==> config.mk <==
export PLATFORM = sky130hd
export DESIGN_NAME = frame_arbiter_nch
export DESIGN_NICKNAME = d
export VERILOG_FILES = /design/src/rtl/frame_arbiter_nch.sv
export SDC_FILE = /design/constraint.sdc
export NUM_CORES = 1
export LEC_CHECK = 0
export BUFFER_PORTS_ARGS = -buffer_cell sky130_fd_sc_hd__buf_2
export CAP_MARGIN = 5
export CORE_AREA = 2 2 195 197
export CTS_CLUSTER_SIZE = 40
export DETAILED_ROUTE_END_ITERATION = 10
export DIE_AREA = 0 0 197 199
export PLACE_DENSITY = 0.43
export SYNTH_ARGS = -nofsm -noshare
export SYNTH_HDL_FRONTEND = slang
export SYNTH_SLANG_ARGS = --single-unit
==> constraint.sdc <==
create_clock -name clk -period 6.9 [get_ports clk]
set_input_delay 0.69 -clock clk [delete_from_list [all_inputs] [get_ports clk]]
set_output_delay 0.69 -clock clk [all_outputs]
set_load 0.02 [all_outputs]
==> src/rtl/frame_arbiter_nch.sv <==
// N-channel frame arbiter: merges NUM_CH valid/ready frame streams into one array stream,
// locking the grant for a whole frame and flagging EOF/length disagreements.
module frame_arbiter_nch #(
    parameter int NUM_CH           = 4,
    parameter int FRAME_DATA_WIDTH = 97,
    parameter int OUT_DATA_WIDTH   = 89,
    parameter int EOF_BIT          = 88,
    parameter int LEN_LSB          = 89,
    parameter int LEN_WIDTH        = 8,
    parameter int BEATS_PER_LEN    = 4
) (
    input  logic                               clk,
    input  logic                               rst_n,
    input  logic                               mc_en,
    input  logic [1:0]                         arb_mode,
    input  logic [$clog2(NUM_CH)-1:0]          prio_ch,
    input  logic [NUM_CH-1:0]                  in_valid,
    output logic [NUM_CH-1:0]                  in_ready,
    input  logic [NUM_CH*FRAME_DATA_WIDTH-1:0] in_data,
    output logic                               out_valid,
    input  logic                               out_ready,
    output logic [OUT_DATA_WIDTH-1:0]          out_data,
    output logic [NUM_CH-1:0]                  grant,
    output logic                               busy,
    output logic                               frame_err
);

    localparam int CH_W  = $clog2(NUM_CH);
    localparam int CNT_W = LEN_WIDTH + $clog2(BEATS_PER_LEN) + 1;

    typedef enum logic {IDLE, BUSY} state_t;

    state_t                      state, state_nxt;
    logic                        start;
    logic [CH_W-1:0]             g_idx, rr_ptr, winner, rr_win, fixed_win, idx;
    logic                        rr_found;
    logic [CNT_W-1:0]            beat_cnt, expected;
    logic [LEN_WIDTH-1:0]        len_reg, len_eff;
    logic [FRAME_DATA_WIDTH-1:0] cur_frame;
    logic                        hs, eof, count_hit, frame_end;

    // Winner selection; only consumed in IDLE, so mode/prio changes never touch a locked frame.
    always_comb begin
        // NOTE: every always_comb output gets a default first so no path can infer a latch.
        rr_win    = '0;
        rr_found  = 1'b0;
        fixed_win = '0;
        idx       = '0;
        for (int k = 0; k < NUM_CH; k++) begin
            idx = CH_W'((int'(rr_ptr) + k) % NUM_CH);
            if (!rr_found && in_valid[idx]) begin
                rr_win   = idx;
                rr_found = 1'b1;
            end
        end
        for (int k = NUM_CH - 1; k >= 0; k--) begin
            if (in_valid[k]) fixed_win = CH_W'(k);
        end
        case (arb_mode)
            2'b00:   winner = fixed_win;
            2'b10:   winner = (int'(prio_ch) < NUM_CH && in_valid[prio_ch]) ? prio_ch : rr_win;
            default: winner = rr_win;
        endcase
    end

    assign cur_frame = in_data[g_idx*FRAME_DATA_WIDTH +: FRAME_DATA_WIDTH];
    assign busy      = (state == BUSY);
    assign out_valid = |(grant & in_valid);
    assign in_ready  = grant & {NUM_CH{out_ready}};
    assign out_data  = busy ? cur_frame[OUT_DATA_WIDTH-1:0] : '0;
    assign hs        = out_valid & out_ready;
    assign eof       = cur_frame[EOF_BIT];

    // The first beat uses the live len field so single-AXI-beat frames terminate correctly.
    assign len_eff   = (beat_cnt == '0) ? cur_frame[LEN_LSB +: LEN_WIDTH] : len_reg;
    assign expected  = (CNT_W'(len_eff) + CNT_W'(1)) * CNT_W'(BEATS_PER_LEN);
    assign count_hit = (beat_cnt == expected - CNT_W'(1));
    assign frame_end = busy & hs & (eof | count_hit);

    always_ff @(posedge clk or negedge rst_n) begin
        // NOTE: sequential state uses non-blocking assignments so all registers update from pre-edge values.
        if (!rst_n) state <= IDLE;
        else        state <= state_nxt;
    end

    always_comb begin
        state_nxt = state;
        start     = 1'b0;
        case (state)
            IDLE: begin
                if (mc_en && |in_valid) begin
                    start     = 1'b1;
                    state_nxt = BUSY;
                end
            end
            BUSY:    if (frame_end) state_nxt = IDLE;
            default: state_nxt = IDLE;
        endcase
    end

    always_ff @(posedge clk or negedge rst_n) begin
        if (!rst_n) begin
            grant     <= '0;
            g_idx     <= '0;
            rr_ptr    <= '0;
            beat_cnt  <= '0;
            len_reg   <= '0;
            frame_err <= 1'b0;
        end else begin
            frame_err <= frame_end & (eof ^ count_hit);
            if (start) begin
                grant <= NUM_CH'(1) << winner;
                g_idx <= winner;
                if (arb_mode != 2'b00)
                    rr_ptr <= (int'(winner) == NUM_CH - 1) ? '0 : winner + CH_W'(1);
            end
            if (hs && beat_cnt == '0) len_reg <= cur_frame[LEN_LSB +: LEN_WIDTH];
            if (frame_end) begin
                beat_cnt <= '0;
                grant    <= '0;
            end else if (hs) begin
                beat_cnt <= beat_cnt + CNT_W'(1);
            end
        end
    end

endmodule
==> out/metrics.cfg <==
[placement]
io_buffers=499
detailedPlacementHpwl_mm=28.15
placed_cell_area_mm2=0.008056
gp_congestion=0.9813

[clock_network]
cts.sink_count=29
cts_tree=done
cts_setup_buffers=0
cts_resized=0
cts-buffers-inserted=5
cts_root_buf=sky130_fd_sc_hd__clkbuf_16
cts.hold.buffers_added=0
insertion_delay_ns=0.28
cts.clk_slew.worst_paths_ns=0.05
htree_levels=2
cts_buffer_depth=2

[timing]
slew_headroom_pct=33.89
worst_clock_skew_ns=0.002368
period_needed_ns=5.445
tcrit_tclk_final_pct=78.91
hold_viol=0
totalNegativeSetupSlack_ns=0
hold_ws_ns=0.4751
drv_slew=0
rsz0062_at_grt=false
timing.fmax_mhz=183.7
final_setup_vio_count=0
worst-slew-pin-transition_ns=0.9788

[critical_path]
cp.arrival_ns=5.65
reg2reg_to=frame_err
timing.critical_path.mode_cell=sky130_fd_sc_hd__ha_1
critPathMaxStageDelay_ns=0.70
timing.rr.start=beat_cnt[0]
endpoint=frame_err
critical_path_buf_inv_count=2
timing.critical_path.cells=inv_1 -> ha_1 -> nor4b_2 -> and3_1 -> mux2i_1 -> inv_1 -> ha_1 -> or3_4 -> a211oi_4 -> and2b_1 -> or4b_1 -> o211ai_2 -> o311ai_1 -> ha_1 -> nand2b_1 -> nor2_1 -> and2_1
critical_path_depth=17
timing.critical_path.slowest_stage_cell=sky130_fd_sc_hd__nor2_1
setup.worst_path.end_class=flop
startpoint=beat_cnt[0]
timing.critical_path.max_delay_family=simple AND/OR/NAND/NOR gates
worst-setup-path-type=flop to flop
cp.required_ns=7.11
rr_worst_depth=17
crit_fanout=13
type_of_origin_of_the_critical_path=flop
ff2ff_setup_slack_ns=1.45

[synth]
syn_area_per_cell_um2=10.80
post_synth_edffs=0
postSynth.asyncResetShare_pct=100.0
synth.largest_area_cell=sky130_fd_sc_hd__mux4_2
synthesis.instances=470
synthesis.area_mm2=0.005075
synth_top_cells_by_count=95 x sky130_fd_sc_hd__and2_1, 93 x sky130_fd_sc_hd__mux4_2, 31 x sky130_fd_sc_hd__nand2_1, 29 x sky130_fd_sc_hd__dfrtp_1, 24 x sky130_fd_sc_hd__clkbuf_1
most_frequently_used_cell_type_in_the_post_synthesis_netlist=sky130_fd_sc_hd__and2_1
yosys_most_used_dff=sky130_fd_sc_hd__dfrtp_1
synth_warnings=0
number_of_storage_elements_in_the_synthesis_netlist=29
synth.yosys.seq_area_share_pct=14.30
yosysTopAreaCellShare_pct=41.27
synth.lib_cells_used.distinct=54
synthTopCellsByArea=sky130_fd_sc_hd__mux4_2 41%, sky130_fd_sc_hd__dfrtp_1 14%, sky130_fd_sc_hd__and2_1 12%
synthesis.nets=879

[power]
power.density_mw_per_mm2=432.3
total_power_mw=3.566
worst_ir_drop_vdd_mv=0.1688
p_leak_nw=3.824

[cells_and_area]
utilization_pct=22.22
layout.nets=1351
design_area_mm2=0.008249
largest_register_ff_count=11
area_growth_syn_to_layout_pct=62.55
post_route_cells_drive_above_1_share_pct=67.02

[die]
fp.coreArea_mm2=0.03713
die_w_um=197
rows=71
die_area_mm2=0.03920
io_pins=500
starting_density_of_the_core_pct=13.67
chipHeight_um=199

[detailed_routing]
wl_per_cell_um=22.22
number_of_detailed_routing_iterations_run_before_antenna_repair=6
final_antenna_violating_net_count=0
postRouteWirelength_mm=31.79
post_drt_via_cell_ratio=4.242
detail_route.iter0.violations=298
detailroute.via_count=6071
route.detailed.drc=0

[global_routing]
grt_start_max_net_pins=93
wire_length_of_the_first_global_routing_pass_mm=43.33
first_global_vias=6282
grt_overflow_total=0
antenna_found_initial=33
grt_util_all_layers_pct=15.44

[job]
timing.max_cap.violations=0

[hold_path]
worstHoldPathType=input pin to async pin

[status]
status=finished, final reports clean

## logic make-up after synthesis
group | Yosys count | synth area share (%)
muxes | 113 | 46.82
and+or+nand+nor | 195 | 21.89
xor gates and xnor gates | 23 | 4.241
buffers and inverters | 51 | 3.920
DFF | 29 | 14.30
AOI/OAI and AO/OA | 50 | 6.608
adders and majority gates | 9 | 2.219
## area by class of cell
type | count | area (um2)
Antenna cell | 14 | 35.03
Clock buffer | 7 | 152.6
Clock inverter | 1 | 5.005
Fill cell | 4161 | 28880
Inverter | 13 | 48.80
Multi-Input combinational cell | 390 | 4150
Sequential cell | 29 | 737.0
Tap cell | 474 | 593.1
Timing Repair Buffer | 503 | 2527
## how the worst min path moves through the flow
stage                    start     endpoint  slack (ns)  depth (start not counted)
floorplan                rst_n  beat_cnt[0]        0.39                          0
global placement    len_reg[7]   len_reg[7]        0.50                          1
detailed placement  len_reg[7]   len_reg[7]        0.50                          1
CTS                      rst_n  beat_cnt[2]        0.50                          1
global route             rst_n   len_reg[0]        0.53                          1
finish                   rst_n   len_reg[0]        0.48                          1
## routing by layer
| metal | GRT usage [%] | vias to the layer above | share of wire [%] |
|---|---|---|---|
| met1 | 17.69 | 2968 | 38 |
| met5 | 0 | - | 0.50 |
| met4 | 3.982 | 22 | 3.2 |
| met2 | 27.71 | 249 | 51 |
| met3 | 4.900 | 61 | 7.3 |
| li1 | - | 2771 | - |
## worst register-to-register path: stages, from the launching register on
cell,delay (ns)
sky130_fd_sc_hd__dfrtp_1,0.42
sky130_fd_sc_hd__inv_1,0.07
sky130_fd_sc_hd__ha_1,0.13
sky130_fd_sc_hd__nor4b_2,0.53
sky130_fd_sc_hd__and3_1,0.39
sky130_fd_sc_hd__mux2i_1,0.45
sky130_fd_sc_hd__inv_1,0.13
sky130_fd_sc_hd__ha_1,0.28
sky130_fd_sc_hd__or3_4,0.43
sky130_fd_sc_hd__a211oi_4,0.30
sky130_fd_sc_hd__and2b_1,0.20
sky130_fd_sc_hd__or4b_1,0.47
sky130_fd_sc_hd__o211ai_2,0.09
sky130_fd_sc_hd__o311ai_1,0.15
sky130_fd_sc_hd__ha_1,0.20
sky130_fd_sc_hd__nand2b_1,0.20
sky130_fd_sc_hd__nor2_1,0.70
sky130_fd_sc_hd__and2_1,0.23
## through the flow
stage	cells	setup slack, ns
after CTS	1417	1.399
after global routing	1424	0.9973
after global placement	1409	1.547
after floorplan	470	2.260
after detailed placement	1409	1.420
final	1431	1.455
## cell usage in the layout, fill, tap and decap left out, types with 2 or more instances in the layout
cell / netlist / routed
sky130_fd_sc_hd__xnor2_1: 14 / 14
sky130_fd_sc_hd__buf_2: 0 / 499
sky130_fd_sc_hd__and2_1: 95 / 95
sky130_fd_sc_hd__nand3_1: 15 / 15
sky130_fd_sc_hd__mux4_2: 93 / 93
sky130_fd_sc_hd__nor2b_1: 2 / 2
sky130_fd_sc_hd__mux2_2: 13 / 13
sky130_fd_sc_hd__nand2b_1: 4 / 4
sky130_fd_sc_hd__mux4_1: 4 / 4
sky130_fd_sc_hd__inv_1: 13 / 13
sky130_fd_sc_hd__a22oi_1: 2 / 2
sky130_fd_sc_hd__nand2_1: 31 / 31
sky130_fd_sc_hd__clkbuf_16: 0 / 5
sky130_fd_sc_hd__buf_4: 0 / 4
sky130_fd_sc_hd__dfrtp_4: 0 / 3
sky130_fd_sc_hd__nor3_1: 5 / 5
sky130_fd_sc_hd__dfrtp_1: 29 / 26
sky130_fd_sc_hd__nor2_1: 22 / 22
sky130_fd_sc_hd__diode_2: 0 / 14
sky130_fd_sc_hd__a21oi_1: 10 / 10
sky130_fd_sc_hd__mux2i_1: 3 / 3
sky130_fd_sc_hd__nand4_1: 2 / 2
sky130_fd_sc_hd__o21ai_0: 18 / 18
sky130_fd_sc_hd__and3_1: 5 / 5
sky130_fd_sc_hd__nor4b_2: 2 / 2
sky130_fd_sc_hd__xor2_1: 8 / 8
sky130_fd_sc_hd__nor3b_1: 3 / 3
sky130_fd_sc_hd__clkbuf_8: 0 / 2
sky130_fd_sc_hd__ha_1: 9 / 9
sky130_fd_sc_hd__a31oi_1: 3 / 3
## report_power, final
part | switching [mW] | internal, mW | total, mW
registers | 0.138 | 0.236 | 0.374
logic | 1.66 | 1.31 | 2.96
clock network | 0.0791 | 0.153 | 0.232
total | 1.87 | 1.69 | 3.57
No activity file was read; power rests on OpenSTA's default activity.
